===== src/rtl/instr_encoder_loader_pkg.sv =====
// Shared definitions for the RV32 instruction encoder/loader: format select
// codes (shared with imm_select), error codes, loader state and range helper.
package instr_encoder_loader_pkg;

  localparam logic [2:0] FMT_R = 3'b000;
  localparam logic [2:0] FMT_S = 3'b001;
  localparam logic [2:0] FMT_B = 3'b011;
  localparam logic [2:0] FMT_I = 3'b111;

  localparam logic [1:0] ERR_NONE = 2'b00;
  localparam logic [1:0] ERR_FMT  = 2'b01;
  localparam logic [1:0] ERR_IMM  = 2'b10;
  localparam logic [1:0] ERR_FULL = 2'b11;

  typedef enum logic [1:0] {
    ST_IDLE,
    ST_RUN,
    ST_DONE,
    ST_ERROR
  } state_t;

  function automatic logic imm_in_range(input logic [31:0] imm,
                                        input int signed   lo,
                                        input int signed   hi);
    return ($signed(imm) >= lo) && ($signed(imm) <= hi);
  endfunction

endpackage


===== src/rtl/rv32_field_packer.sv =====
// Combinational packing of decoded RV32I fields into an instruction word,
// with format legality and immediate range/alignment flags.
module rv32_field_packer
  import instr_encoder_loader_pkg::*;
(
  input  logic [2:0]  fmt,
  input  logic [6:0]  opcode,
  input  logic [4:0]  rd,
  input  logic [2:0]  funct3,
  input  logic [4:0]  rs1,
  input  logic [4:0]  rs2,
  input  logic [6:0]  funct7,
  input  logic [31:0] imm,
  output logic [31:0] word,
  output logic        fmt_ok,
  output logic        imm_ok
);

  always_comb begin
    word   = '0;
    fmt_ok = 1'b1;
    imm_ok = 1'b1;
    case (fmt)
      FMT_R: word = {funct7, rs2, rs1, funct3, rd, opcode};
      FMT_I: begin
        word   = {imm[11:0], rs1, funct3, rd, opcode};
        imm_ok = imm_in_range(imm, -2048, 2047);
      end
      FMT_S: begin
        word   = {imm[11:5], rs2, rs1, funct3, imm[4:0], opcode};
        imm_ok = imm_in_range(imm, -2048, 2047);
      end
      FMT_B: begin
        word   = {imm[12], imm[10:5], rs2, rs1, funct3, imm[4:1], imm[11], opcode};
        imm_ok = imm_in_range(imm, -4096, 4094) && !imm[0];
      end
      default: fmt_ok = 1'b0;
    endcase
  end

endmodule


===== src/rtl/instr_encoder_loader.sv =====
// Serial RV32I instruction encoder/loader: accepts field bundles over
// valid/ready and writes packed words to consecutive instruction-memory words.
module instr_encoder_loader
  import instr_encoder_loader_pkg::*;
#(
  parameter int unsigned ADDR_WIDTH = 8,
  parameter int unsigned BASE_ADDR  = 0
) (
  input  logic                  clk,
  input  logic                  reset,
  input  logic                  start,
  input  logic                  in_valid,
  output logic                  in_ready,
  input  logic                  in_last,
  input  logic [2:0]            fmt,
  input  logic [6:0]            opcode,
  input  logic [4:0]            rd,
  input  logic [2:0]            funct3,
  input  logic [4:0]            rs1,
  input  logic [4:0]            rs2,
  input  logic [6:0]            funct7,
  input  logic [31:0]           imm,
  output logic                  mem_we,
  output logic [ADDR_WIDTH-1:0] mem_addr,
  output logic [31:0]           mem_wdata,
  output logic                  busy,
  output logic                  done,
  output logic                  err,
  output logic [1:0]            err_code,
  output logic [ADDR_WIDTH:0]   count
);

  localparam logic [ADDR_WIDTH-1:0] BASE     = ADDR_WIDTH'(BASE_ADDR);
  localparam logic [ADDR_WIDTH-1:0] LAST     = '1;
  localparam logic [ADDR_WIDTH-1:0] ADDR_ONE = ADDR_WIDTH'(1);
  localparam logic [ADDR_WIDTH:0]   CNT_ONE  = (ADDR_WIDTH+1)'(1);

  state_t                state;
  logic [ADDR_WIDTH-1:0] addr;
  logic                  full;
  logic                  mem_we_q;
  logic [31:0]           word;
  logic                  fmt_ok;
  logic                  imm_ok;
  logic                  accept;

  rv32_field_packer u_packer (
    .fmt    (fmt),
    .opcode (opcode),
    .rd     (rd),
    .funct3 (funct3),
    .rs1    (rs1),
    .rs2    (rs2),
    .funct7 (funct7),
    .imm    (imm),
    .word   (word),
    .fmt_ok (fmt_ok),
    .imm_ok (imm_ok)
  );

  assign accept = in_valid && in_ready;

  // A write registered on the previous edge is suppressed while reset is
  // high, so a reset arriving right after an accept never reaches memory.
  assign mem_we = mem_we_q && !reset;

  always_ff @(posedge clk) begin
    if (reset) begin
      state     <= ST_IDLE;
      addr      <= '0;
      full      <= 1'b0;
      count     <= '0;
      in_ready  <= 1'b0;
      mem_we_q  <= 1'b0;
      mem_addr  <= '0;
      mem_wdata <= '0;
      busy      <= 1'b0;
      done      <= 1'b0;
      err       <= 1'b0;
      err_code  <= ERR_NONE;
    end else begin
      mem_we_q <= 1'b0;
      done     <= 1'b0;
      case (state)
        ST_IDLE, ST_ERROR: begin
          if (start) begin
            state    <= ST_RUN;
            addr     <= BASE;
            full     <= 1'b0;
            count    <= '0;
            in_ready <= 1'b1;
            busy     <= 1'b1;
            err      <= 1'b0;
            err_code <= ERR_NONE;
          end
        end
        ST_RUN: begin
          if (accept) begin
            if (!fmt_ok || !imm_ok) begin
              state    <= ST_ERROR;
              in_ready <= 1'b0;
              busy     <= 1'b0;
              err      <= 1'b1;
              err_code <= fmt_ok ? ERR_IMM : ERR_FMT;
            end else begin
              mem_we_q  <= 1'b1;
              mem_addr  <= addr;
              mem_wdata <= word;
              addr      <= addr + ADDR_ONE;
              count     <= count + CNT_ONE;
              // in_ready tracks "RUN and not full" one cycle ahead
              if (addr == LAST) begin
                full     <= 1'b1;
                in_ready <= 1'b0;
              end
              if (in_last) begin
                state    <= ST_DONE;
                in_ready <= 1'b0;
                busy     <= 1'b0;
              end
            end
          end else if (in_valid && full) begin
            state    <= ST_ERROR;
            in_ready <= 1'b0;
            busy     <= 1'b0;
            err      <= 1'b1;
            err_code <= ERR_FULL;
          end
        end
        ST_DONE: begin
          done  <= 1'b1;
          state <= ST_IDLE;
        end
        default: state <= ST_IDLE;
      endcase
    end
  end

endmodule


===== config.mk =====
export PLATFORM = sky130hd
export DESIGN_NAME = instr_encoder_loader
export DESIGN_NICKNAME = d
export VERILOG_FILES = /design/src/rtl/instr_encoder_loader_pkg.sv /design/src/rtl/rv32_field_packer.sv /design/src/rtl/instr_encoder_loader.sv
export SDC_FILE = /design/constraint.sdc
export NUM_CORES = 1
export LEC_CHECK = 0
export ABC_CLOCK_PERIOD_IN_PS = 4200
export BUFFER_PORTS_ARGS = -buffer_cell sky130_fd_sc_hd__clkbuf_2
export CAP_MARGIN = 10
export CORE_MARGIN = 2
export CORE_UTILIZATION = 40
export DETAILED_ROUTE_END_ITERATION = 8
export PLACE_DENSITY = 0.75
export SLEW_MARGIN = 25
export SYNTH_ARGS = -nofsm -noshare
export SYNTH_HDL_FRONTEND = slang
export SYNTH_SLANG_ARGS = --single-unit
export TNS_END_PERCENT = 1

===== constraint.sdc =====
create_clock -name clk -period 4.2 [get_ports clk]
set_input_delay 1.26 -clock clk [delete_from_list [all_inputs] [get_ports clk]]
set_output_delay 1.26 -clock clk [all_outputs]
set_load 0.05 [all_outputs]

==> insert_results.sql, run 1 <==
INSERT INTO impl_metrics (metric_group, metric, value, unit) VALUES
('timing', 'fin_crit_sh', '80.50', '%'),
('timing', 'worst-slew-pin-transition', '622.4', 'ps'),
('outcome', 'outcome', 'completed', ''),
('place', 'gpl.final_weighted_congestion', '0.8376', ''),
('power', 'power_switching_share', '36.27', '%'),
('floorplanning', 'initial_core_utilization', '41.70', '%'),
('global_routing', 'grt_pass1_wl', '14000', 'um'),
('clock_tree', 'post_cts_setup_repair_buffer_count', '0', ''),
('drt', 'route.detailed.drc', '0', ''),
('clock_tree', 'ctsResizeCount', '0', ''),
('clock_tree', 'cts.hold.buffers_added', '0', ''),
('clock_tree', 'clkSinkCount', '67', ''),
('synthesis', 'syn_area', '0.003256', 'mm2'),
('synthesis', 'yosysSeqAreaShare', '41.20', '%'),
('finish', 'synthToLayoutAreaGrowth', '28.82', '%'),
('floorplanning', 'design.portCount', '128', ''),
('floorplanning', 'placement_rows', '32', ''),
('power', 'seq_power_share', '38.0', '%'),
('finish', 'layout.cell_area.non_filler', '0.004194', 'mm2'),
('place', 'place_hpwl', '6329', 'um'),
('floorplanning', 'placeableCoreArea', '0.007807', 'mm2'),
('timing', 'maxSlewViolCount', '0', ''),
('finish', 'antenna_cells', '0', ''),
('timing', 'final.setup.tns', '0', 'ps'),
('clock_tree', 'path_clk_slew', '80', 'ps'),
('worst_setup_path', 'crit_path_top_delay_cell', 'sky130_fd_sc_hd__a2111oi_0', ''),
('global_routing', 'via_count_of_the_first_global_routing_pass', '3029', ''),
('timing', 'rsz_0062_raised_after_global_routing', 'false', ''),
('global_routing', 'gr-usage-all-layers', '19.56', '%'),
('worst_setup_path', 'timing.critical_path.required', '4480', 'ps'),
('worst_setup_path', 'top_family_by_delay_on_critical_path', 'compound AO/OA/AOI/OAI gates', ''),
('place', 'placed_cell_area', '0.003971', 'mm2'),
('finish', 'nets', '591', ''),
('drt', 'route.antenna.remaining_nets', '0', ''),
('timing', 'max-slew-margin-rel', '57.43', '%'),
('clock_tree', 'clock_tree_from_tritoncts', 'built', ''),
('worst_setup_path', 'timing.setup.critical_path_class', 'primary input to flip-flop', ''),
('clock_tree', 'cts_buffer_depth', '2', ''),
('power', 'cell_internal_pwr', '1.165', 'mW'),
('power', 'clock_power_share', '33.2', '%'),
('place', 'buffer_ports.inserted', '127', ''),
('finish', 'layout-drive-gt1-share', '29.67', '%'),
('global_routing', 'grt_antenna_before_repair', '0', ''),
('power', 'power_per_cell_area', '435.9', 'mW/mm2'),
('floorplanning', 'area_of_the_die', '0.008876', 'mm2'),
('worst_setup_path', 'critical_path_peak_fanout', '24', ''),
('synthesis', 'asyncSetResetFlopFracSynth', '0', '%'),
('floorplanning', 'die-width', '94.22', 'um'),
('clock_tree', 'htreeDepth', '3', ''),
('power', 'relative_contribution_of_combinational_cells_to_total_power', '28.8', '%'),
('synthesis', 'synth_edf_count', '0', ''),
('synthesis', 'synth.ff_latch_count', '67', ''),
('drt', 'drt-pass1-iter-count', '4', ''),
('worst_setup_path', 'critPathArrivalTime', '3660', 'ps'),
('run', 'drv.max_cap_violation_count', '0', ''),
('timing', 'finalCriticalPeriod', '3381', 'ps'),
('power', 'worst_vdd_ir', '0.3165', 'mV'),
('drt', 'detailedRoute.firstIterationViolations', '144', ''),
('worst_setup_path', 'crit_path_cell_trace', 'clkbuf_2, and4bb_1, nand3_1, a2111oi_0, o221ai_1, buf_4, or4_1, a21oi_1', ''),
('drt', 'detail_route.wl_per_cell', '13.69', 'um'),
('timing', 'setup_viol_count_final', '0', ''),
('drt', 'vias_per_cell', '5.356', ''),
('power', 'p_switching', '0.6631', 'mW'),
('clock_tree', 'clk_root_buffer_cell', 'sky130_fd_sc_hd__clkbuf_8', ''),
('worst_setup_path', 'slowest_delay', '630', 'ps'),
('drt', 'via_count', '3326', ''),
('synthesis', 'ys.flop_type', 'sky130_fd_sc_hd__dfxtp_1', ''),
('timing', 'max_freq', '295.8', 'MHz'),
('global_routing', 'grt_overflow', '0', ''),
('timing', 'fin_worst_skew', '6.811', 'ps'),
('synthesis', 'synth_warnings', '0', '');
cells in the final DEF, fill, tap and decap left out, types with 3 or more instances in the layout:
| cell | Yosys | routed |
|---|---|---|
| sky130_fd_sc_hd__clkbuf_2 | 0 | 127 |
| sky130_fd_sc_hd__dfxtp_1 | 67 | 67 |
| sky130_fd_sc_hd__nor2_1 | 50 | 50 |
| sky130_fd_sc_hd__a21oi_1 | 27 | 27 |
| sky130_fd_sc_hd__mux2i_1 | 25 | 25 |
| sky130_fd_sc_hd__nand2_1 | 24 | 24 |
| sky130_fd_sc_hd__o21ai_0 | 24 | 24 |
| sky130_fd_sc_hd__inv_1 | 16 | 16 |
| sky130_fd_sc_hd__nand3_1 | 15 | 15 |
| sky130_fd_sc_hd__a211oi_1 | 15 | 15 |
| sky130_fd_sc_hd__or3_1 | 13 | 13 |
| sky130_fd_sc_hd__nor3_1 | 11 | 11 |
| sky130_fd_sc_hd__a22oi_1 | 11 | 11 |
| sky130_fd_sc_hd__clkbuf_8 | 0 | 9 |
| sky130_fd_sc_hd__nor2b_1 | 6 | 6 |
| sky130_fd_sc_hd__nand4_1 | 6 | 6 |
| sky130_fd_sc_hd__and3_1 | 6 | 6 |
| sky130_fd_sc_hd__buf_4 | 2 | 6 |
| sky130_fd_sc_hd__nor4_1 | 5 | 5 |
| sky130_fd_sc_hd__ha_1 | 5 | 5 |
| sky130_fd_sc_hd__o31ai_1 | 4 | 4 |
| sky130_fd_sc_hd__nand2b_1 | 4 | 4 |
| sky130_fd_sc_hd__nand3b_1 | 3 | 3 |
| sky130_fd_sc_hd__a31oi_1 | 3 | 3 |
| sky130_fd_sc_hd__o221ai_1 | 3 | 3 |
| sky130_fd_sc_hd__or4_1 | 3 | 3 |
worst paths after layout:
| check | cells after the start | from | endpoint |
|---|---|---|---|
| max | 8 | fmt[1] | count[7] |
| min | 2 | err | err |
| max reg2reg | 6 | in_ready | count[7] |
| min reg2reg | 2 | err | err |
layer usage:
| layer | vias to the layer above | GRT usage (%) | wire (um) |
|---|---|---|---|
| li1 | 1678 | - | - |
| met1 | 1519 | 24.50 | 3774 |
| met2 | 118 | 33.10 | 3948 |
| met3 | 11 | 4.173 | 655 |
| met4 | 0 | 6.884 | 123 |
| met5 | - | 0 | 0 |
logic make-up (layout without fill, tap and decap cells):
family	Yosys count	in the layout	synth area share (%)
compound gates	104	104	20.98
fa+ha+maj	5	5	1.922
buf+inv	41	165	5.035
flops	67	67	41.20
mux	25	25	7.686
simple gates	153	153	23.17
sequential cells by signal, summed over array words and instances, names as in the netlist, 2 cells and up:
register and cells:
mem_wdata 32, count 9, addr 8, mem_addr 8, err_code 2, state 2
power by group through the flow:
stage	sequential (mW)	combinational, mW	clock, mW
2_1_floorplan	0.775	0.303	0
3_3_place_gp	0.709	0.515	0
3_5_place_dp	0.709	0.524	0
4_1_cts	0.694	0.526	0.620
5_1_grt	0.702	0.584	0.647
6_report	0.695	0.527	0.606
cells in the mapped netlist (2+ instances only):
master | n | share of area [%]
sky130_fd_sc_hd__inv_1 | 16 | 1.8
sky130_fd_sc_hd__and3_1 | 6 | 1.2
sky130_fd_sc_hd__nor2_1 | 50 | 5.8
sky130_fd_sc_hd__and2_1 | 2 | 0.38
sky130_fd_sc_hd__nand2b_1 | 4 | 0.77
sky130_fd_sc_hd__a21oi_1 | 27 | 4.2
sky130_fd_sc_hd__or3_1 | 13 | 2.5
sky130_fd_sc_hd__buf_2 | 2 | 0.31
sky130_fd_sc_hd__mux2i_1 | 25 | 7.7
sky130_fd_sc_hd__nor2b_1 | 6 | 1.2
sky130_fd_sc_hd__nand4_1 | 6 | 1.2
sky130_fd_sc_hd__nand2_1 | 24 | 2.8
sky130_fd_sc_hd__nand3b_1 | 3 | 0.69
sky130_fd_sc_hd__a22oi_1 | 11 | 2.5
sky130_fd_sc_hd__buf_1 | 2 | 0.23
sky130_fd_sc_hd__nor4_1 | 5 | 0.96
sky130_fd_sc_hd__ha_1 | 5 | 1.9
sky130_fd_sc_hd__nand3_1 | 15 | 2.3
sky130_fd_sc_hd__o221ai_1 | 3 | 0.81
sky130_fd_sc_hd__buf_4 | 2 | 0.46
sky130_fd_sc_hd__nor3_1 | 11 | 1.7
sky130_fd_sc_hd__or2_2 | 2 | 0.38
sky130_fd_sc_hd__or4_1 | 3 | 0.69
sky130_fd_sc_hd__clkbuf_1 | 19 | 2.2
sky130_fd_sc_hd__a221oi_1 | 2 | 0.54
sky130_fd_sc_hd__a311oi_1 | 2 | 0.54
sky130_fd_sc_hd__o21ai_0 | 24 | 3.7
sky130_fd_sc_hd__a211oi_1 | 15 | 3.5
sky130_fd_sc_hd__dfxtp_1 | 67 | 41
sky130_fd_sc_hd__o31ai_1 | 4 | 0.92
sky130_fd_sc_hd__a31oi_1 | 3 | 0.58
worst reg2reg max path, cell delays in order (launching register included):
cell and delay, ps:
sky130_fd_sc_hd__dfxtp_1 480, sky130_fd_sc_hd__nand3_1 180, sky130_fd_sc_hd__a2111oi_0 630, sky130_fd_sc_hd__o221ai_1 240, sky130_fd_sc_hd__buf_4 250, sky130_fd_sc_hd__or4_1 520
sky130_fd_sc_hd__a21oi_1 150
metrics by stage:
stage                     std cells  utilization, %  setup WS (ps)  hold WS [ps]  power [mW]
after floorplan                 395               -          590.0         466.4       1.077
after global placement          605           50.87          605.7         468.2       1.224
after detailed placement        605           50.87          507.4         469.0       1.234
after CTS                       621           53.72          865.6         479.6       1.841
after global routing            621           53.72          659.9         512.6       1.933
final                           621           53.72          818.8         477.4       1.828
area by class of cell:
cell class                 instances  area [um2]  share of cell area [%]
inverter                          16       60.06                   1.432
tap                              102       127.6                   3.043
timing repair buffer             133       680.7                   16.23
sequential                        67        1341                   31.98
multi-input combinational        287        1762                   42.00
clock buffer                       9       123.9                   2.953
clock inverter                     7       98.84                   2.357
Note: power is estimated with default switching activity, not from simulation.
==> run 2: changes to the inputs <==
ABC_CLOCK_PERIOD_IN_PS = 3300   (was 4200)
clock period = 3.3 ns   (was 4.2 ns; I/O delays follow)
==> insert_results.sql, run 2 (synthesis results as in run 1) <==
INSERT INTO impl_metrics (metric_group, metric, value, unit) VALUES
('outcome', 'outcome', 'completed', ''),
('power', 'power_per_cell_area', '542.6', 'mW/mm2'),
('timing', 'timing.hold.ws', '480.0', 'ps'),
('timing', 'worst-slew-pin-transition', '618.9', 'ps'),
('drt', 'wl_met2', '4036', 'um'),
('clock_tree', 'cts-buffers-inserted', '9', ''),
('place', 'gpl.final_weighted_congestion', '0.8021', ''),
('clock_tree', 'ctsResizeCount', '0', ''),
('min_path', 'class_of_the_tightest_hold_or_removal_check', 'flip-flop to flip-flop', ''),
('timing', 'fin_worst_skew', '5.970', 'ps'),
('worst_setup_path', 'timing.setup.critical_path_class', 'primary input to flip-flop', ''),
('power', 'power_switching_share', '37.47', '%'),
('worst_setup_path', 'end_kind', 'flip-flop', ''),
('power', 'p_leak', '1.723', 'nW'),
('drt', 'route.antenna.remaining_nets', '0', ''),
('place', 'buffer_ports.inserted', '127', ''),
('clock_tree', 'cts_buffer_depth', '2', ''),
('drt', 'vias_per_cell', '5.405', ''),
('timing', 'fin_crit_sh', '91.86', '%'),
('min_path', 'hold_depth', '2', ''),
('finish', 'reg_top3', 'mem_wdata (32), count (9)', ''),
('power', 'relative_contribution_of_combinational_cells_to_total_power', '31.1', '%'),
('global_routing', 'grt_start_max_net_pins', '56', ''),
('power', 'p_switching', '0.8581', 'mW'),
('drt', 'via_count', '3373', ''),
('clock_tree', 'post_cts_setup_repair_buffer_count', '0', ''),
('finish', 'fillers', '726', ''),
('worst_setup_path', 'crit_end', 'count[5]', ''),
('floorplanning', 'initial_core_utilization', '41.70', '%'),
('floorplanning', 'design.portCount', '128', ''),
('drt', 'detailedRoute.firstIterationViolations', '202', ''),
('finish', 'largest_reg_flops', '32', ''),
('worst_setup_path', 'ff2ff_setup_slack', '750', 'ps'),
('power', 'seq_power_share', '38.7', '%'),
('clock_tree', 'cts.hold.buffers_added', '0', ''),
('floorplanning', 'placeableCoreArea', '0.007807', 'mm2'),
('floorplanning', 'die_y', '94.22', 'um'),
('finish', 'antenna_cells', '0', ''),
('clock_tree', 'htreeDepth', '3', ''),
('finish', 'mostFrequentLayoutCells', 'sky130_fd_sc_hd__clkbuf_2, sky130_fd_sc_hd__dfxtp_1, sky130_fd_sc_hd__nor2_1', ''),
('finish', 'nets', '594', ''),
('clock_tree', 'path_clk_slew', '80', 'ps'),
('global_routing', 'grt_overflow', '0', ''),
('run', 'drv.max_cap_violation_count', '0', ''),
('drt', 'route.final.wire_length', '8513', 'um'),
('power', 'cell_internal_pwr', '1.432', 'mW'),
('global_routing', 'grt_antenna_before_repair', '0', ''),
('finish', 'layout_commonest_cell', 'sky130_fd_sc_hd__clkbuf_2', ''),
('global_routing', 'grt_pass1_wl', '14210', 'um'),
('floorplanning', 'placement_rows', '32', ''),
('power', 'worst_vdd_ir', '0.3295', 'mV'),
('timing', 'maxSlewViolCount', '0', ''),
('place', 'place_hpwl', '6337', 'um'),
('drt', 'route.top_layer_used', 'met4', ''),
('finish', 'layout-drive-gt1-share', '30.08', '%'),
('drt', 'wl_met3', '570', 'um'),
('floorplanning', 'area_of_the_die', '0.008876', 'mm2'),
('worst_setup_path', 'timing.critical_path.required', '3570', 'ps'),
('finish', 'fin_util', '54.05', '%'),
('clock_tree', 'clk-insertion-delay-late', '340', 'ps'),
('power', 'clock_power_share', '30.2', '%'),
('timing', 'setup_viol_count_final', '0', ''),
('worst_setup_path', 'worstSetupStartpointType', 'primary input', ''),
('worst_setup_path', 'r2r.worst_path.cells', '8', ''),
('drt', 'detail_route.wl_per_cell', '13.64', 'um'),
('clock_tree', 'clk_root_buffer_cell', 'sky130_fd_sc_hd__clkbuf_8', ''),
('clock_tree', 'clock_tree_from_tritoncts', 'built', ''),
('drt', 'detail_route.wirelength.met1', '3766', 'um'),
('clock_tree', 'clkSinkCount', '67', ''),
('global_routing', 'gr-usage-all-layers', '20.01', '%'),
('worst_setup_path', 'critPathArrivalTime', '3300', 'ps'),
('drt', 'route.detailed.drc', '0', ''),
('drt', 'drt-pass1-iter-count', '4', ''),
('timing', 'max_freq', '329.9', 'MHz'),
('finish', 'largest_register', 'mem_wdata', ''),
('worst_setup_path', 'regToRegEndpoint', 'count[5]', ''),
('timing', 'finalCriticalPeriod', '3032', 'ps'),
('worst_setup_path', 'setup.worst_path.start', 'imm[29]', ''),
('timing', 'rsz_0062_raised_after_global_routing', 'false', ''),
('worst_setup_path', 'critical_path_peak_fanout', '24', ''),
('global_routing', 'via_count_of_the_first_global_routing_pass', '3126', ''),
('timing', 'max-slew-margin-rel', '58.74', '%'),
('finish', 'synthToLayoutAreaGrowth', '29.63', '%'),
('timing', 'final-hold-violation-count', '0', ''),
('worst_setup_path', 'beginning_of_the_worst_register_to_register_path', 'state[0]', ''),
('floorplanning', 'die-width', '94.22', 'um');
[run 2: final cells by class]
type	instances	area [um2]	area share, %
Multi-Input combinational cell	287	1762	41.74
Sequential cell	67	1341	31.78
Timing Repair Buffer	136	728.2	17.25
Tap cell	102	127.6	3.024
Clock buffer	9	123.9	2.935
Clock inverter	7	77.57	1.838
Inverter	16	60.06	1.423
[run 2: metal layers]
| layer | vias up | GRT usage [%] |
|---|---|---|
| met2 | 110 | 33.69 |
| met3 | 13 | 4.173 |
| li1 | 1687 | - |
| met4 | 0 | 8.454 |
| met1 | 1563 | 24.68 |
| met5 | - | 0 |
[run 2: power by group through the flow]
stage	combinational, mW	clock [mW]	sequential (mW)
after CTS	0.708	0.707	0.885
after global placement	0.683	0	0.901
after global routing	0.783	0.739	0.891
final	0.713	0.691	0.886
after detailed placement	0.704	0	0.904
after floorplan	0.385	0	0.986
[run 2: stage by stage]
| step | cell area, um2 | setup WS [ps] | std cells | setup TNS [ps] | power, mW |
|---|---|---|---|---|---|
| final | 4220 | 268.5 | 624 | 0 | 2.290 |
| after global routing | 4220 | 138.8 | 624 | 0 | 2.413 |
| after CTS | 4220 | 366.5 | 624 | 0 | 2.300 |
| after detailed placement | 4019 | -6.454 | 608 | -6.454 | 1.607 |
| after global placement | 4019 | 71.51 | 608 | 0 | 1.584 |
| after floorplan | 3256 | 230.0 | 395 | 0 | 1.371 |
[run 2: worst min-delay path by stage]
stage | from | to | slack (ps)
after floorplan | addr[6] | addr[6] | 470
after global placement | err | err | 470
after CTS | err | err | 490
after global routing | mem_wdata[21] | mem_wdata[21] | 520
after detailed placement | err | err | 470
final | err | err | 480
[run 2: worst max-delay path: stages]
cell,delay (ps)
sky130_fd_sc_hd__clkbuf_2,90
sky130_fd_sc_hd__nand4_1,110
sky130_fd_sc_hd__or3_1,400
sky130_fd_sc_hd__a2111oi_0,430
sky130_fd_sc_hd__buf_4,190
sky130_fd_sc_hd__o221ai_1,190
sky130_fd_sc_hd__buf_12,230
sky130_fd_sc_hd__or4_1,500
sky130_fd_sc_hd__a21oi_1,160
